File: src/rtl/game_period_ctrl.sv
// Game-period controller: timed round on gameSig, symbol shift window, special-symbol count,
// answer handshake. Optional pause input enabled by defining GP_PAUSE_EN.
module game_period_ctrl #(
  parameter int unsigned NUM_DIGITS = 4,
  parameter int unsigned PERIOD_SEC = 15,
  parameter int unsigned TIME_W     = 8,
  parameter int unsigned CNT_W      = 8,
  parameter logic [7:0]  BLANK_SEG  = 8'hFF
) (
  input  logic                    Clk100M,
  input  logic                    Rst_n,
  input  logic                    tickSec,
  input  logic                    gameSig,
  input  logic                    abortSig,
`ifdef GP_PAUSE_EN
  input  logic                    pauseSig,
`endif
  input  logic [TIME_W-1:0]       periodSec,
  input  logic                    symValid,
  input  logic                    symSpecial,
  input  logic [7:0]              symCode,
  input  logic                    answerAck,
  output logic                    startGen,
  output logic                    stopGen,
  output logic                    answerValid,
  output logic                    busy,
  output logic [TIME_W-1:0]       timeLeft,
  output logic [CNT_W-1:0]        numSpecial,
  output logic [8*NUM_DIGITS-1:0] gameSegs
);

  typedef enum logic [1:0] {S_IDLE, S_START, S_RUN, S_DONE} state_t;

  state_t                    r_state, w_state;
  logic                      r_start, w_start;
  logic                      r_stop, w_stop;
  logic                      r_ans, w_ans;
  logic [TIME_W-1:0]         r_time, w_time;
  logic [CNT_W-1:0]          r_num, w_num;
  logic [8*NUM_DIGITS-1:0]   r_segs, w_segs;
  logic [8*NUM_DIGITS-1:0]   w_shift;
  logic                      w_go;
  logic                      w_pause;

`ifdef GP_PAUSE_EN
  assign w_pause = pauseSig;
`else
  assign w_pause = 1'b0;
`endif

  always_comb begin
    w_shift = r_segs;
    for (int unsigned k = NUM_DIGITS - 1; k >= 1; k--) begin
      w_shift[8*k +: 8] = r_segs[8*(k-1) +: 8];
    end
    w_shift[7:0] = symCode;
  end

  always_comb begin
    w_state = r_state;
    w_start = 1'b0;
    w_stop  = 1'b0;
    w_ans   = r_ans;
    w_time  = r_time;
    w_num   = r_num;
    w_segs  = r_segs;
    w_go    = 1'b0;
    case (r_state)
      S_IDLE: begin
        if (gameSig) w_go = 1'b1;
      end
      S_START: begin
        w_state = S_RUN;
      end
      S_RUN: begin
        if (gameSig) begin
          w_go = 1'b1;
        end else if (abortSig) begin
          w_stop  = 1'b1;
          w_state = S_IDLE;
        end else if (!w_pause) begin
          // Tick and symbol are independent: a symbol on the final tick is still accepted.
          if (tickSec) begin
            if (r_time == TIME_W'(1)) begin
              w_time  = '0;
              w_stop  = 1'b1;
              w_ans   = 1'b1;
              w_state = S_DONE;
            end else if (r_time != '0) begin
              w_time = r_time - TIME_W'(1);
            end
          end
          if (symValid) begin
            w_segs = w_shift;
            if (symSpecial && (r_num != '1)) w_num = r_num + CNT_W'(1);
          end
        end
      end
      S_DONE: begin
        if (gameSig) begin
          w_go = 1'b1;
        end else if (answerAck) begin
          w_ans   = 1'b0;
          w_state = S_IDLE;
        end
      end
      default: w_state = S_IDLE;
    endcase
    // Start actions are registered on entry to START so outputs appear one edge after gameSig.
    if (w_go) begin
      w_state = S_START;
      w_start = 1'b1;
      w_ans   = 1'b0;
      w_time  = (periodSec != '0) ? periodSec : TIME_W'(PERIOD_SEC);
      w_num   = '0;
      w_segs  = {NUM_DIGITS{BLANK_SEG}};
    end
  end

  always_ff @(posedge Clk100M) begin
    if (!Rst_n) begin
      r_state <= S_IDLE;
      r_start <= 1'b0;
      r_stop  <= 1'b0;
      r_ans   <= 1'b0;
      r_time  <= '0;
      r_num   <= '0;
      r_segs  <= {NUM_DIGITS{BLANK_SEG}};
    end else begin
      r_state <= w_state;
      r_start <= w_start;
      r_stop  <= w_stop;
      r_ans   <= w_ans;
      r_time  <= w_time;
      r_num   <= w_num;
      r_segs  <= w_segs;
    end
  end

  assign startGen    = r_start;
  assign stopGen     = r_stop;
  assign answerValid = r_ans;
  assign busy        = (r_state != S_IDLE);
  assign timeLeft    = r_time;
  assign numSpecial  = r_num;
  assign gameSegs    = r_segs;

endmodule

File: config.mk
export PLATFORM = sky130hd
export DESIGN_NAME = game_period_ctrl
export DESIGN_NICKNAME = d
export VERILOG_FILES = /design/src/rtl/game_period_ctrl.sv
export SDC_FILE = /design/constraint.sdc
export NUM_CORES = 1
export LEC_CHECK = 0
export ABC_CLOCK_PERIOD_IN_PS = 5700
export CAP_MARGIN = 10
export CORE_MARGIN = 2
export CORE_UTILIZATION = 50
export CTS_BUF_LIST = sky130_fd_sc_hd__clkbuf_16
export CTS_CLUSTER_SIZE = 25
export DETAILED_ROUTE_END_ITERATION = 8
export GPL_ROUTABILITY_DRIVEN = 0
export GPL_TIMING_DRIVEN = 0
export PLACE_DENSITY = 0.93
export SYNTH_ARGS = -nofsm -noshare
export SYNTH_HDL_FRONTEND = slang
export SYNTH_SLANG_ARGS = --single-unit
export TNS_END_PERCENT = 20
File: constraint.sdc
create_clock -name Clk100M -period 5.7 [get_ports Clk100M]
set_input_delay 0.57 -clock Clk100M [delete_from_list [all_inputs] [get_ports Clk100M]]
set_output_delay 0.57 -clock Clk100M [all_outputs]
set_load 0.005 [all_outputs]
==> results of run 1 <==
-- worst max-delay path: stages --
cell             delay (ps)
clkdlybuf4s50_1         540
nor4b_4                 550
nand3_4                 170
or4_1                   530
a21oi_1                 160
-- metrics by stage --
step           worst slack [ps]  cell area [sq um]  instances  utilization, %  hold slack, ps
3_3_place_gp               3160               3270        442            69.3             454
6_report                   3410               3420        450            72.5             473
3_5_place_dp               3100               3270        442            69.3             460
5_1_grt                    3280               3420        450            72.5             494
4_1_cts                    3410               3420        450            72.5             478
2_1_floorplan              3840               2440        300               -             465
-- power by group --
group | internal (mW) | total [mW] | switching [mW] | leakage [nW]
combinational | 0.0640 | 0.127 | 0.0633 | 0.861
clock | 0.165 | 0.306 | 0.141 | 0.0704
sequential | 0.379 | 0.391 | 0.0119 | 0.430
-- synth_stat cells, types with 2 or more instances --
cell       count
or4b_1         2
nand2b_1       4
inv_1          8
or3_1          5
nor4b_1        3
nor3_1         2
or2_2          3
o311ai_1       3
nand3_1       40
o22ai_1        3
a2bb2oi_1      2
nand2_1       72
and3_1         4
o21ai_0        7
a22oi_1        4
buf_2          3
and2_1         2
a21oi_1       14
nor4_1         3
o41ai_1        3
clkbuf_1      12
o32ai_1        2
buf_6          2
or4_1          7
a221oi_1       2
nor2_1         9
o31ai_1        3
dfxtp_1       53
ha_1           4
-- final timing paths --
| check | end | slack (ps) | cells past startpoint |
|---|---|---|---|
| setup / recovery | numSpecial[7]$_SDFFE_PP0P_ | 3410 | 5 |
| hold / removal | gameSegs[31]$_SDFFE_PP1P_ | 470 | 2 |
| setup reg to reg | timeLeft[0]$_SDFFE_PN0P_ | 3620 | 6 |
| hold reg to reg | gameSegs[31]$_SDFFE_PP1P_ | 470 | 2 |
-- final cells by class --
cell class	instances	share of cell area [%]
buffer	17	2.41
timing repair buffer	75	21.9
sequential	53	31.0
tap	67	2.45
clock buffer	5	3.66
inverter	8	0.878
clock inverter	3	0.731
multi-input combinational	222	36.9
-- layout by cell type, fill, tap and decap left out, types with 5 or more instances in the layout --
master           count
a21oi_1             14
clkbuf_1            12
clkbuf_16            5
clkdlybuf4s50_1     75
dfxtp_1             53
inv_1                8
nand2_1             72
nand3_1             40
nor2_1               9
o21ai_0              7
or3_1                5
or4_1                7
-- layer usage --
metal / GRT usage, % / wire length (um)
met3: 5.21 / 485
met2: 39.6 / 3190
met1: 31.7 / 2800
met5: 0 / 0
met4: 9.09 / 123
-- flip-flops by register name, indices dropped and copies added (netlist names) --
register	count
gameSegs	32
stopGen	1
timeLeft	8
r_state	2
startGen	1
numSpecial	8
answerValid	1
-- cells by family after synthesis --
family	synth area share, %
AOI/OAI and AO/OA	14.8
adders and majority gates	2.05
buffers and inverters	4.62
DFF	43.5
muxes	0.411
and+or+nand+nor	34.6
==> Implementation_results.wiki, run 1 <==
{| class="wikitable"
! Metric !! Value
|-
| Pin count of the biggest net entering global routing || 19
|-
| Reg2Reg Launch Point || timeLeft[1]$_SDFFE_PN0P_
|-
| Flip-flop and latch area || around 1100 sq um
|-
| Final Hold Fails || 0
|-
| Max-Slew Margin vs Limit || between 40 and 50%
|-
| Post-Syn Instances || 300
|-
| Final net count || 410
|-
| Startpoint kind of the worst setup timing path || input pin
|-
| Nets in the synthesized netlist || about 330
|-
| Avg WL per Cell || 14.7 um
|-
| Total Die Area || approximately 5400 sq um
|-
| H-tree Lvls || 2
|-
| Placement row count || 25
|-
| Detailed Place HPWL || between 4000 and 5000 um
|-
| Io pins || 76
|-
| Global-route wire length before repair || 10300 um
|-
| Maximum count of clock buffers along a single path || 2
|-
| Pwr per Cell Area || ~240 nW/um^2
|-
| RSZ-0062 raised after global routing || no
|-
| Total CTS buffers || 5
|-
| Mapped Area || ~2400 sq um
|-
| Reg clk slew, reported paths || 70 ps
|-
| Final min period || 2290 ps
|-
| Final total power || approximately 0.82 mW
|-
| Area occupied by multi-input gates || roughly 1300 sq um
|-
| Initial core utilization || between 50% and 60%
|-
| Total vias in the final route || around 2600
|-
| Number of pins exceeding their max-slew limit in the final report || 0
|-
| Top cells by area in the synthesized netlist || dfxtp_1 (44%), nand2_1 (11%), nand3_1 (8.2%)
|-
| Status || complete, no violations
|-
| Root buffer selected by CTS || clkbuf_16
|-
| Synthesized area per cell || 8.12 sq um
|-
| Count of TritonRoute iterations in the first routing pass || 5
|-
| Grt total ovfl || 0
|-
| Share of the synthesized area in the top cell type || between 40% and 50%
|-
| Residual DRC || 0
|-
| Clock sinks || 53
|-
| Slew of the pin with the lowest slew margin || between 800 and 900 ps
|-
| Final-layout setup total negative slack || 0 ps
|-
| Worst-path maximum fanout || 8
|-
| Die W || between 70 and 80 um
|-
| Buffers inserted by post-CTS timing repair || 0
|-
| Post-DR vias/cell || 5.68
|-
| Via count of the first global-routing pass || 2234
|-
| Number of enable-type register cells in the synthesized netlist || 0
|-
| Primary flip-flop cell chosen by synthesis mapping || dfxtp_1
|-
| PostCTS Resize Cnt || 0
|-
| Timing startpoint of the critical path || gameSig
|-
| Overall Global Routing Usage || about a quarter
|-
| Register bit total from synthesis || 53
|-
| Required time at the endpoint of the critical path || around 5900 ps
|-
| Post-route ant nets || 0
|-
| Die boundary height || 73.8 um
|-
| Leakage dissipation || approximately 1.4 nW
|-
| Asr flop ratio synth || 0%
|-
| Number of I/O port buffers || 75
|-
| Initial antenna violation count || 0
|-
| Final period util || between 40 and 50%
|-
| Synthesis-to-layout area growth || 40.4%
|-
| Fraction of layout instances using a drive strength above 1 || 5.22%
|-
| Clk_skew || 6.04 ps
|-
| Hold-fix buffer count after cts || 0
|-
| Nature of the critical path endpoint || register
|-
| Cell taking the most area after synthesis || dfxtp_1
|-
| Detailed router's first-iteration violation count || about 170
|-
| Critical hold path startpoint || gameSegs[31]$_SDFFE_PP1P_
|-
| Core Region || between 4000 and 5000 sq um
|-
| Number of distinct library cell variants in the gate-level netlist after synthesis || between 40 and 50
|-
| Max Clock Freq || between 400 and 500 MHz
|-
| Class of the most critical setup path || in2reg
|-
| Source-to-sink clock delay at the later pin of the worst-skew pair || 300 ps
|-
| Total length of routed wires || roughly 6600 um
|-
| Sequential share of the synthesized area || 43.5%
|-
| Synthesis Warnings || 0
|-
| Critical path data arrival time || about 2500 ps
|-
| TritonCTS clock tree || done
|-
| Number of antenna diodes || 0
|-
| Number of endpoints failing setup at the final stage || 0
|-
| Number of maximum-capacitance constraint violations || 0
|-
| Peak supply drop || 0.000172 V
|-
| Filler cells || around 360
|-
| HP Class || reg2reg
|}
Note: power is estimated with default switching activity, not from simulation.
==> inputs of run 2 (changes only) <==
- ABC_CLOCK_PERIOD_IN_PS: 5700 -> 2400
- CORE_UTILIZATION: 50 -> 46
- PLACE_DENSITY: 0.93 -> 0.87
- clock period: 5.7 -> 2.4 ns (I/O delays scaled with it)
==> Implementation_results.wiki, run 2 (same netlist as run 1, synthesis figures left out) <==
{| class="wikitable"
! Metric !! Value
|-
| Nature of the critical path endpoint || register
|-
| Final Hold Fails || 0
|-
| Area occupied by multi-input gates || ~1300 sq um
|-
| Class of the most critical setup path || reg2reg
|-
| Max FFs per register || 32
|-
| Final total power || around 2 mW
|-
| Maximum count of clock buffers along a single path || 2
|-
| H-tree Lvls || 2
|-
| Detailed Place HPWL || roughly 4900 um
|-
| Number of endpoints failing setup at the final stage || 0
|-
| PostCTS Resize Cnt || 0
|-
| Clk_skew || around 7.8 ps
|-
| Detailed router's first-iteration violation count || around 190
|-
| Avg WL per Cell || ~15 um
|-
| Max-Slew Margin vs Limit || between 50% and 60%
|-
| Slew of the pin with the lowest slew margin || approximately 740 ps
|-
| Initial core utilization || roughly 48%
|-
| Total Die Area || about 5900 sq um
|-
| Max Clock Freq || between 400 and 500 MHz
|-
| Die W || 76.8 um
|-
| Pin count of the biggest net entering global routing || 19
|-
| Final net count || 410
|-
| Global-route wire length before repair || 11400 um
|-
| Source-to-sink clock delay at the later pin of the worst-skew pair || around 280 ps
|-
| Flip-flop and latch area || 1060 sq um
|-
| Filler cells || 450
|-
| Startpoint kind of the worst setup timing path || register
|-
| Placement row count || 26
|-
| Initial antenna violation count || 0
|-
| Total CTS buffers || 5
|-
| Root buffer selected by CTS || clkbuf_16
|-
| Number of maximum-capacitance constraint violations || 0
|-
| Total length of routed wires || around 6600 um
|-
| Peak supply drop || approximately 0.00067 V
|-
| Count of TritonRoute iterations in the first routing pass || 4
|-
| Clock sinks || between 50 and 60
|-
| Residual DRC || 0
|-
| Final min period || around 2100 ps
|-
| Post-route ant nets || 0
|-
| Leakage dissipation || 1.36 nW
|-
| Buffers inserted by post-CTS timing repair || 0
|-
| Synthesis-to-layout area growth || 40.6%
|-
| Grt total ovfl || 0
|-
| Most frequent cells in the layout || clkdlybuf4s50_1 (75), nand2_1 (72), dfxtp_1 (53)
|-
| Total vias in the final route || 2503
|-
| Core Region || 5110 sq um
|-
| Number of I/O port buffers || between 70 and 80
|-
| Number of pins exceeding their max-slew limit in the final report || 0
|-
| Fraction of layout instances using a drive strength above 1 || 5.22%
|-
| Required time at the endpoint of the critical path || 2580 ps
|-
| RSZ-0062 raised after global routing || no
|-
| HP Class || reg2reg
|-
| Final period util || between 80% and 90%
|-
| Post-DR vias/cell || about 5.5
|-
| Number of antenna diodes || 0
|-
| Hold-fix buffer count after cts || 0
|-
| Pwr per Cell Area || roughly 570 nW/um^2
|-
| Overall Global Routing Usage || between 20% and 30%
|-
| Via count of the first global-routing pass || about 2300
|-
| Final-layout setup total negative slack || 0 ps
|-
| Critical path data arrival time || ~2300 ps
|-
| Reg clk slew, reported paths || about 70 ps
|-
| Most common library cell in the layout ignoring fill and taps || clkdlybuf4s50_1
|-
| Worst-path maximum fanout || 6
|-
| Io pins || 76
|-
| TritonCTS clock tree || done
|-
| Status || complete, no violations
|-
| Share of the core filled with cells || about two thirds
|-
| Die boundary height || roughly 77 um
|}
==> run 2: cell counts in the layout (fill, tap and decap cells not counted) <==
No cell type changed its count.
==> run 2: where the power goes <==
group	leakage, nW	total (mW)	internal, mW	switching [mW]
logic	0.861	0.306	0.152	0.153
clock network	0.0704	0.709	0.392	0.317
registers	0.430	0.929	0.901	0.0282
total	1.36	1.94	1.45	0.498
==> run 2: worst paths after layout <==
kind,from,to,slack [ps],cells after the start
min reg2reg,gameSegs[25]$_SDFFE_PP1P_,gameSegs[25]$_SDFFE_PP1P_,470,2
min,gameSegs[25]$_SDFFE_PP1P_,gameSegs[25]$_SDFFE_PP1P_,470,2
max reg2reg,timeLeft[1]$_SDFFE_PN0P_,timeLeft[0]$_SDFFE_PN0P_,280,6
max,timeLeft[1]$_SDFFE_PN0P_,timeLeft[0]$_SDFFE_PN0P_,280,6
==> run 2: area by class of cell <==
type                       count  area share, %
sequential                    53           31.0
timing repair buffer          75           21.9
multi-input combinational    222           36.9
buffer                        17           2.41
clock buffer                   5           3.65
inverter                       8          0.877
clock inverter                 3          0.730
tap                           70           2.56
==> run 2: critical path, stage by stage (launching register included) <==
cell	delay, ps
dfxtp_1	390
inv_1	100
ha_1	210
or4b_1	520
o211ai_2	330
a22oi_1	150
a221oi_1	310
==> run 2: metrics by stage <==
| stage | setup slack [ps] | hold slack [ps] | area, sq um | cells |
|---|---|---|---|---|
| after floorplan | 565 | 364 | 2440 | 300 |
| after global placement | 159 | 459 | 3280 | 445 |
| after detailed placement | 94.0 | 459 | 3280 | 445 |
| after CTS | 300 | 478 | 3430 | 453 |
| after global routing | 153 | 500 | 3430 | 453 |
| final | 284 | 474 | 3430 | 453 |
==> run 2: routing by layer <==
metal | vias to the layer above | track usage (%) | part of all wire, %
li1 | 1248 | - | -
met1 | 1167 | 30.5 | 45
met2 | 80 | 38.7 | 49
met3 | 8 | 3.41 | 4.2
met4 | 0 | 6.73 | 1.6
met5 | - | 0 | 0
==> inputs of run 3 (changes only) <==
- CAP_MARGIN: 10 -> 0
- CORE_UTILIZATION: 46 -> 50
- DONT_BUFFER_PORTS: default -> 1
- PLACE_DENSITY: 0.87 -> 0.73
==> Implementation_results.wiki, run 3 (same netlist as run 1, synthesis figures left out) <==
{| class="wikitable"
! Metric !! Value
|-
| Required time at the endpoint of the critical path || between 2000 and 3000 ps
|-
| Io pins || between 70 and 80
|-
| Clock sinks || 53
|-
| Number of I/O port buffers || 0
|-
| Worst-path maximum fanout || 6
|-
| Residual DRC || 0
|-
| Peak supply drop || ~0.00040 V
|-
| Number of maximum-capacitance constraint violations || 0
|-
| Met3 wire length || roughly 380 um
|-
| Grt total ovfl || 0
|-
| Critical path data arrival time || roughly 2300 ps
|-
| Number of standard cells in the final layout excluding fillers || about 380
|-
| Most common library cell in the layout ignoring fill and taps || nand2_1
|-
| Synthesis-to-layout area growth || 9.60%
|-
| Number of endpoints failing setup at the final stage || 0
|-
| Die W || about 74 um
|-
| Final Hold Fails || 0
|-
| Min setup slack post-route || between 200 and 300 ps
|-
| Leakage dissipation || approximately 1.1 nW
|-
| Avg WL per Cell || ~16 um
|-
| Pin count of the biggest net entering global routing || 19
|-
| M1 WL || approximately 2700 um
|-
| Filler cells || 461
|-
| H-tree Lvls || 2
|-
| Total length of routed wires || 5930 um
|-
| Clk_skew || 5.31 ps
|-
| Reg clk slew, reported paths || ~70 ps
|-
| Buffers inserted by post-CTS timing repair || 0
|-
| Final net count || 335
|-
| Count of TritonRoute iterations in the first routing pass || 4
|-
| Total CTS buffers || 5
|-
| Highest metal layer with signal wires || met4
|-
| Worst slack at placement || 282 ps
|-
| Status || complete, no violations
|-
| Initial antenna violation count || 0
|-
| PostCTS Resize Cnt || 0
|-
| Core Region || ~4700 sq um
|-
| Number of antenna diodes || 0
|-
| Detailed router's first-iteration violation count || ~140
|-
| Total Die Area || around 5400 sq um
|-
| Nature of the critical path endpoint || register
|-
| Slew of the pin with the lowest slew margin || about 860 ps
|-
| Source-to-sink clock delay at the later pin of the worst-skew pair || 290 ps
|-
| Max-Slew Margin vs Limit || 42.7%
|-
| Final-layout setup total negative slack || 0 ps
|-
| Post-DR vias/cell || about 5.9
|-
| Startpoint kind of the worst setup timing path || register
|-
| Initial core utilization || approximately 52%
|-
| Placed standard-cell area || approximately 2500 sq um
|-
| R2r setup slk || approximately 280 ps
|-
| Max FFs per register || 32
|-
| HP Class || in2reg
|-
| RSZ-0062 raised after global routing || no
|-
| Maximum count of clock buffers along a single path || 2
|-
| Fraction of layout instances using a drive strength above 1 || roughly 6.5%
|-
| Most frequent cells in the layout || nand2_1 (72), dfxtp_1 (53), nand3_1 (40)
|-
| Global-route wire length before repair || around 9500 um
|-
| Post-route ant nets || 0
|-
| Non-Filler Cell Area, Final || approximately 2700 sq um
|-
| Via count of the first global-routing pass || ~2000
|-
| Number of pins exceeding their max-slew limit in the final report || 0
|-
| Max Clock Freq || between 400 and 500 MHz
|-
| Final period util || 88.5%
|-
| Placement row count || 25
|-
| Total vias in the final route || 2200
|-
| Class of the most critical setup path || reg2reg
|-
| Die boundary height || approximately 74 um
|-
| Root buffer selected by CTS || clkbuf_16
|-
| Met2 routed wirelength || 2730 um
|-
| Overall Global Routing Usage || between 20% and 30%
|-
| Hold-fix buffer count after cts || 0
|-
| TritonCTS clock tree || done
|-
| Detailed Place HPWL || about 4200 um
|-
| Final min period || 2120 ps
|-
| Share of the core filled with cells || 56.6%
|-
| Placed cell count || between 300 and 400
|-
| Pwr per Cell Area || just over 700 nW/um^2
|}
run 3: cell types whose count changed in the layout (fill, tap and decap cells not counted):
cell and change:
clkdlybuf4s50_1 -75
run 3: path summary, 6_finish.rpt:
path                                  start                         to  depth (start not counted)
hold / removal                   symCode[5]   gameSegs[5]$_SDFFE_PP1P_                          2
hold reg to reg   gameSegs[28]$_SDFFE_PP1P_  gameSegs[28]$_SDFFE_PP1P_                          2
setup / recovery   timeLeft[1]$_SDFFE_PN0P_   timeLeft[0]$_SDFFE_PN0P_                          6
setup reg to reg   timeLeft[1]$_SDFFE_PN0P_   timeLeft[0]$_SDFFE_PN0P_                          6
run 3: area by class of cell:
class | count | area, sq um | share of cell area (%)
clock buffer | 5 | 125 | 4.68
inverter | 8 | 30.0 | 1.12
sequential | 53 | 1060 | 39.7
buffer | 17 | 82.6 | 3.09
multi-input combinational | 222 | 1260 | 47.3
clock inverter | 3 | 25.0 | 0.937
tap | 67 | 83.8 | 3.14
run 3: report_power, final:
part           total (mW)  switching (mW)  internal [mW]
Sequential          0.933          0.0326          0.900
Combinational       0.213           0.126         0.0873
Clock               0.733           0.340          0.393
run 3: metrics by stage:
stage / hold slack, ps / total power [mW]
after floorplan: 364 / 1.11
after global placement: 366 / 1.16
after detailed placement: 370 / 1.16
after CTS: 67.3 / 1.89
after global routing: 69.6 / 1.96
final: 68.3 / 1.88
run 3: worst max-delay path, cell delays in order, from the launching register on:
cell and delay (ps):
dfxtp_1 410, inv_1 100, ha_1 210, or4b_1 520, o211ai_2 330, a22oi_1 150
a221oi_1 300
run 3: routing by layer:
metal / track usage [%] / up-vias
met3: 6.72 / 10
li1: - / 1093
met4: 7.07 / 0
met5: 0 / -
met1: 30.5 / 1025
met2: 34.3 / 72
